File: src/rtl/serial_word_packer.sv
// ----------------------------------------------------------------------------
// serial_word_packer
//
// Collects a serial bit stream over a valid/ready handshake and packs it into
// DATA_WIDTH-bit words for a downstream shift FIFO. Each finished word is
// presented on word_out together with a one-cycle wr strobe. If the FIFO is
// full when a word completes, the word is parked and the bit source is
// stalled until the FIFO has room. A level flush emits a partial word, with
// the unfilled positions set to PAD_BIT.
//
// Ports
//   clk        in   rising-edge clock
//   resetn     in   asynchronous active-low reset
//   bit_in     in   serial data bit
//   bit_valid  in   bit_in is valid this cycle
//   bit_ready  out  packer accepts a bit this cycle (combinational)
//   flush      in   level request: emit the partial word, padded
//   fifo_full  in   downstream FIFO full flag
//   word_out   out  packed word (FIFO din), held until the next word
//   wr         out  one-cycle write strobe (FIFO wr)
//   bit_count  out  bits held: cnt in COLLECT, DATA_WIDTH in STALL
//   busy       out  bits are held or a word is parked
// ----------------------------------------------------------------------------
module serial_word_packer #(
   parameter int unsigned DATA_WIDTH = 8,
   parameter bit          MSB_FIRST  = 1'b0,
   parameter bit          PAD_BIT    = 1'b0
) (
   input  logic                                clk,
   input  logic                                resetn,
   input  logic                                bit_in,
   input  logic                                bit_valid,
   output logic                                bit_ready,
   input  logic                                flush,
   input  logic                                fifo_full,
   output logic [DATA_WIDTH-1:0]               word_out,
   output logic                                wr,
   output logic [$clog2(DATA_WIDTH+1)-1:0]     bit_count,
   output logic                                busy
);

   localparam int CW = $clog2(DATA_WIDTH + 1);
   localparam logic [CW-1:0] LAST_CNT = CW'(DATA_WIDTH - 1);
   localparam logic [CW-1:0] FULL_CNT = CW'(DATA_WIDTH);

   typedef enum logic {
      S_COLLECT,
      S_STALL
   } state_t;

   state_t                  state_q, state_d;
   logic [CW-1:0]           cnt_q, cnt_d;
   logic [DATA_WIDTH-1:0]   shift_q, shift_d;
   logic [DATA_WIDTH-1:0]   word_q, word_d;
   logic                    wr_q, wr_d;

   logic                    accept;
   logic                    complete;
   logic                    flush_now;
   logic [CW-1:0]           cnt_after;
   logic [DATA_WIDTH-1:0]   shift_acc;
   logic [DATA_WIDTH-1:0]   emit_word;

   // Arrival index of the bit that ends up in word position pos.
   function automatic int unsigned arrival_order(input int unsigned pos);
      return MSB_FIRST ? (DATA_WIDTH - 1 - pos) : pos;
   endfunction

   assign bit_ready = resetn && (state_q == S_COLLECT);
   assign accept    = bit_valid && bit_ready;
   assign cnt_after = cnt_q + {{(CW-1){1'b0}}, accept};
   assign complete  = accept && (cnt_q == LAST_CNT);

   // A flush that coincides with an accepted bit covers that bit too; a bit
   // that completes the word wins and the flush has nothing left to emit.
   assign flush_now = flush && (state_q == S_COLLECT) && !complete && (cnt_after != '0);

   // shift_acc inserts the incoming bit; emit_word pads every position that
   // has not yet arrived. For a completed word nothing is padded.
   always_comb begin
      shift_acc = shift_q;
      emit_word = '0;
      for (int unsigned i = 0; i < DATA_WIDTH; i++) begin
         if (accept && (arrival_order(i) == 32'(cnt_q))) begin
            shift_acc[i] = bit_in;
         end
      end
      for (int unsigned i = 0; i < DATA_WIDTH; i++) begin
         emit_word[i] = (arrival_order(i) < 32'(cnt_after)) ? shift_acc[i] : PAD_BIT;
      end
   end

   always_comb begin
      state_d = state_q;
      cnt_d   = cnt_q;
      shift_d = shift_q;
      word_d  = word_q;
      wr_d    = 1'b0;
      case (state_q)
         S_COLLECT: begin
            if (accept) begin
               shift_d = shift_acc;
               cnt_d   = cnt_after;
            end
            if (complete || flush_now) begin
               cnt_d = '0;
               if (fifo_full) begin
                  // Park the finished word in the shift register.
                  state_d = S_STALL;
                  shift_d = emit_word;
               end else begin
                  word_d  = emit_word;
                  wr_d    = 1'b1;
                  shift_d = '0;
               end
            end
         end
         S_STALL: begin
            if (!fifo_full) begin
               word_d  = shift_q;
               wr_d    = 1'b1;
               shift_d = '0;
               state_d = S_COLLECT;
            end
         end
         default: begin
            state_d = S_COLLECT;
            cnt_d   = '0;
            shift_d = '0;
         end
      endcase
   end

   always_ff @(posedge clk or negedge resetn) begin
      if (!resetn) begin
         state_q <= S_COLLECT;
         cnt_q   <= '0;
         shift_q <= '0;
         word_q  <= '0;
         wr_q    <= 1'b0;
      end else begin
         state_q <= state_d;
         cnt_q   <= cnt_d;
         shift_q <= shift_d;
         word_q  <= word_d;
         wr_q    <= wr_d;
      end
   end

   assign word_out  = word_q;
   assign wr        = wr_q;
   assign bit_count = (state_q == S_STALL) ? FULL_CNT : cnt_q;
   assign busy      = (state_q == S_STALL) || (cnt_q != '0);

endmodule

File: config.mk
export PLATFORM = sky130hd
export DESIGN_NAME = serial_word_packer
export DESIGN_NICKNAME = d
export VERILOG_FILES = /design/src/rtl/serial_word_packer.sv
export SDC_FILE = /design/constraint.sdc
export NUM_CORES = 1
export LEC_CHECK = 0
export BUFFER_PORTS_ARGS = -buffer_cell sky130_fd_sc_hd__buf_4
export CAP_MARGIN = 5
export CORE_ASPECT_RATIO = 1.2
export CORE_MARGIN = 2
export CORE_UTILIZATION = 49
export DETAILED_ROUTE_END_ITERATION = 12
export PLACE_DENSITY = 0.71
export SLEW_MARGIN = 20
export SYNTH_ARGS = -nofsm -noshare
export SYNTH_HDL_FRONTEND = slang
export SYNTH_SLANG_ARGS = --single-unit
File: constraint.sdc
create_clock -name clk -period 3.3 [get_ports clk]
set_input_delay 0 -clock clk [delete_from_list [all_inputs] [get_ports clk]]
set_output_delay 0 -clock clk [all_outputs]
set_load 0.03 [all_outputs]
Word level (Yosys, flattened, before mapping). Cells that the tools add are included.

Equality and inequality tests: 12. Add/sub/neg operators: 1. Bitwise operators: 1. Reduce and logical (&&, ||, !) cells: 24. Multiplexer cells: 34. $lt $le $gt $ge: 8.

Operators with widths (count): two-way mux 8 bit (7); one-hot mux 8 bit (2 select lines) (2); two-way mux 1 bit (20); == test 3 x 4 -> 1 bit, first input constant (4); less-than comparator 3 x 4 -> 1 bit, first input constant (4); logical AND 1 bit (14); two-way mux 4 bit (3); == test 2 x 4 -> 1 bit, first input constant (2); less-than comparator 1 x 4 -> 1 bit, first input constant (2); less-than comparator 2 x 4 -> 1 bit, first input constant (2); nonzero test 4 bit (2); adder 4 x 1 -> 4 bit (1); == test 1 x 4 -> 1 bit, first input constant (1); == test 4 x 3 -> 1 bit, second input constant (1); zero test 4 bit (1); != test 2 bit, second input constant (2); one-hot mux 1 bit (2 select lines) (2); AND reduction 2 bit (2); != test 3 x 2 -> 1 bit, second input constant (1); AND reduction 3 bit (1); logical OR 1 bit (2); != test 2 x 1 -> 1 bit, second input constant (1); nonzero test 2 bit (1); zero test 1 bit (1); inverter 1 bit (1).

Input port bits: 6. Flip-flop bits (word level): 22.

Logic depth before layout (Yosys ltp).
Depth after elaboration: 10. Gate-level depth with buffers: 10.

Worst setup path before layout. OpenSTA, ideal clock, no wires.

Path kind: flip-flop to flip-flop. From: reg state_q. To: reg word_q[0] (netlist: word_out[0]). Cell stages (with the launch flop): 10. Slack: 0.827 ns. Path buffers: 1. Setup time: 0.125 ns. Required time: 3.175 ns. Data arrival time: 2.348 ns. Cells stage by stage: dfrtp_1 -> and3b_1 -> ha_1 -> ha_1 -> buf_2 -> nor3_1 -> mux2i_4 -> o21ai_2 -> a21oi_4 -> mux2_4.

Longest elaborated chain between the ends: 10.

Ends and longest elaborated chain: start, declared (line 51) `state_t state_q, state_d;`; start signal, assigned (line 142) `state_q <= state_d;`; parallel branches: the longest is 10 deep, another holds adder 4 x 1 -> 4 bit; end signal, assigned (line 145) `word_q <= word_d;`; end, declared (line 54) `logic [DATA_WIDTH-1:0] word_q, word_d;`.

Several ways; the timed one is not identified. The select of a mux whose other input is x is not followed. A chain may end at the register's enable or synchronous reset.

Final worst setup path.
From: in resetn. To: reg word_q[6] (netlist: word_out[6]).

Longest elaborated chain between the ends: 9.

Ends and longest elaborated chain: start, declared (line 30) `input logic resetn,`; logical AND 1 bit * (line 69) `assign bit_ready = resetn && (state_q == S_COLLECT);`; logical AND 1 bit * (line 70) `assign accept = bit_valid && bit_ready;`; parallel branches: the longest is 7 deep, another holds adder 4 x 1 -> 4 bit.

Every way passes the cells marked *. The select of a mux whose other input is x is not followed.

==> results.md <==
| Item | This run | Unit |
|:---|:---|:---|
| Arrival time of the worst setup path | 3.04 | ns |
| Average footprint of a synthesized cell | 9.787 | um2 |
| Most common library cell in the layout ignoring fill and taps | dfrtp_1 | - |
| Count of hold buffers inserted by post-cts repair | 2 | - |
| Final-report max-slew violation count | 0 | - |
| Clk buf depth | 2 | - |
| Setup Skew | 0.001057 | ns |
| Antenna-violating nets left | 0 | - |
| Maximum number of pins on one net before global-route repair | 27 | - |
| Clock edge transition at the registers on the reported setup and hold paths | 0.13 | ns |
| Routed wire length | 3794 | um |
| Leakage | 0.8422 | nW |
| GRT Resource Usage Total | 0.2339 | - |
| Setup repair after global routing missed its margin | no | - |
| Crit-path max FO | 26 | - |
| Violation count after the first detailed-route iteration | 57 | - |
| Clock sinks | 22 | - |
| Floorplan core area | 3083 | um2 |
| Number of cells upsized or downsized after cts | 0 | - |
| Maximum ir drop on the vdd rail | 0.0004027 | V |
| Number of buffers created by CTS | 3 | - |
| Port Buffer Count | 20 | - |
| Final-layout setup total negative slack | 0 | ns |
| Leading cell types by total area after synthesis | dfrtp_1, mux2_4, nand2_1 | - |
| Cell type with the largest total area after synthesis | dfrtp_1 | - |
| Die boundary width | 56.09 | um |
| Root Buffer | clkbuf_4 | - |
| Number of global-route vias before repair | 1342 | - |
| Number of DRC violations after detailed routing | 0 | - |
| Largest stage delay on the critical path | 0.53 | ns |
| Dominant cell type by count on the critical path | ha_1 | - |
| Post-synthesis to final-layout area growth | 12.86 | % |
| Total number of nets in the final design | 190 | - |
| Floorplan row count | 22 | - |
| CP Class | in2reg | - |
| Type of origin of the critical path | input pin | - |
| DPL Wire Length | 2745 | um |
| Netlist cell types | 52 | - |
| Ports placed on the boundary | 21 | - |
| Yosys top cell area share | 0.3451 | - |
| Final critical-path share of the clock period | 0.8583 | - |
| Die area | 3730 | um2 |
| Primary flip-flop cell chosen by synthesis mapping | dfrtp_1 | - |
| Share of final-layout standard cells stronger than drive strength 1 | 0.2652 | - |
| Routed via count | 1360 | - |
| Count of placed standard cells including taps | 211 | - |
| Yosys synthesis warning count | 0 | - |
| Count of non-filler cells in the finished layout | 217 | - |
| Finish-stage setup viols | 0 | - |
| Fmax | 0.3531 | GHz |
| Part of the Yosys area used for sequential elements | 0.3451 | - |
| Number of setup buffers added after CTS | 0 | - |
| Min-Delay Path Class | in2reg | - |
| RD Place Congestion | 0.8889 | - |
| Flip-flop and latch count after synthesis | 22 | - |
| Post-Syn Nets | 171 | - |
| Detailed-route wire length per cell | 17.48 | um |
| Starting utilization of the core area | 0.5175 | - |
| First-pass GRT wire length | 6734 | um |
| Most frequent cells in the layout | dfrtp_1, buf_4, nand2_1, nor2_1, mux2_4 | - |
| Post-Synthesis Cells | 163 | - |
| Count of antenna diodes in the layout | 0 | - |
| Cell area power density | 681.6 | nW/um2 |
| H-Tree Depth | 1 | - |
| TritonCTS clock tree | yes | - |
| First drt pass iteration count | 4 | - |
| Via density | 6.267 | - |
| Clock period minus final worst setup slack | 2.832 | ns |
| Critical path capture point type | flip-flop | - |
| Number of enable-type register cells in the synthesized netlist | 0 | - |
| Critical path cell sequence | dlygate4sd3_1 > buf_4 > and3b_1 > ha_1 > ha_1 > nor3_1 > mux2i_4 > o21ai_2 > a21oi_4 > mux2_4 | - |
| Ys async rst share | 1.000 | - |
| Worst-margin pin slew | 0.5074 | ns |
| # Max-Cap Violations | 0 | - |
| Count of fill cells added during filler insertion | 280 | - |
| Vert. Die Dim | 66.51 | um |
| Data required, critical path | 3.51 | ns |
| Crit path max-delay cell type | dlygate4sd3_1 | - |
| Total congestion overflow after global routing | 0 | - |
| Number of antenna violations at the first check in global routing | 0 | - |
| Cell area after synthesis | 1595 | um2 |
| Clock insertion delay at the later pin of the skew report | 0.31 | ns |
| Run status | finished, final reports clean | - |
| Slew HR | 0.6610 | - |
| Final Hold Vio Count | 0 | - |
[through the flow]
step / power [mW] / utilization / hold WS [ns] / area (um2) / worst slack (ns)
final: 1.227 / 0.5840 / 0.06668 / 1800 / 0.4677
after global routing: 1.312 / 0.5840 / 0.06020 / 1800 / 0.2471
after CTS: 1.225 / 0.5840 / 0.04959 / 1800 / 0.4677
after detailed placement: 1.070 / 0.5657 / -0.07676 / 1744 / 0.6580
after global placement: 1.056 / 0.5657 / -0.08378 / 1744 / 0.7715
after floorplan: 0.9004 / - / -0.2956 / 1595 / 0.8269
[flip-flops by register name, indices dropped and copies added (netlist names)]
| name | count |
|---|---|
| cnt_q | 4 |
| shift_q | 8 |
| state_q | 1 |
| wr | 1 |
| word_out | 8 |
[kinds of logic (layout without fill, tap and decap cells)]
| kind of cell | count (synthesis) | count (layout) | synth area share |
|---|---|---|---|
| buf+inv | 11 | 29 | 0.03843 |
| xor+xnor | 3 | 3 | 0.01647 |
| mux | 13 | 13 | 0.1176 |
| fa+ha+maj | 2 | 2 | 0.01568 |
| flops | 22 | 22 | 0.3451 |
| simple gates | 59 | 59 | 0.2016 |
| compound gates | 53 | 53 | 0.2651 |
[area by class of cell]
type,count,area (um2),share of cell area
multi-input cells,130,983.4,0.5462
flip-flops and latches,22,550.5,0.3058
repair buffers,23,177.7,0.09868
well taps,36,45.04,0.02502
clock buffers,4,36.28,0.02015
inverters,2,7.507,0.004170
[metal layers]
metal | wire length (um) | vias up | global-route usage
li1 | - | 640 | -
met1 | 1603 | 658 | 0.3146
met2 | 1867 | 56 | 0.3706
met3 | 252 | 6 | 0.03107
met4 | 72 | 0 | 0.1161
met5 | 0 | - | 0
[cell usage after synthesis, types with 3 or more instances]
| master | number |
|---|---|
| nand3_1 | 4 |
| a21oi_1 | 7 |
| o21ai_1 | 8 |
| nor2_1 | 9 |
| a21o_1 | 6 |
| nand2_1 | 20 |
| a32o_1 | 5 |
| nor2b_1 | 7 |
| mux2i_1 | 3 |
| o21ai_0 | 3 |
| nand2b_1 | 3 |
| mux2_4 | 9 |
| buf_2 | 4 |
| a22o_1 | 4 |
| dfrtp_1 | 22 |
[where the power goes]
part	total, mW	switching (mW)	internal [mW]
Sequential	0.378	0.0633	0.315
Clock	0.153	0.0859	0.0674
Combinational	0.696	0.430	0.265
Total	1.23	0.580	0.648
[critical path: cells and delay by family]
family	cells	cell delay [ns]
AO/OA/AOI/OAI	2	0.49
adder cells (fa/ha/maj)	2	0.61
buffers and inverters	2	0.83
multiplexers	2	0.47
AND/OR/NAND/NOR	2	0.64
[final timing paths]
path | depth (start not counted) | endpoint | start | slack (ns)
max in group asynchronous | 2 | word_out[1] | resetn | 2.95
min in group asynchronous | 2 | cnt_q[2] | resetn | 0.10
max | 10 | word_out[6] | resetn | 0.47
min | 3 | state_q | flush | 0.07
max reg2reg | 8 | word_out[6] | state_q | 0.61
min reg2reg | 1 | shift_q[3] | shift_q[3] | 0.53
Power figures use the tool's default switching activity.
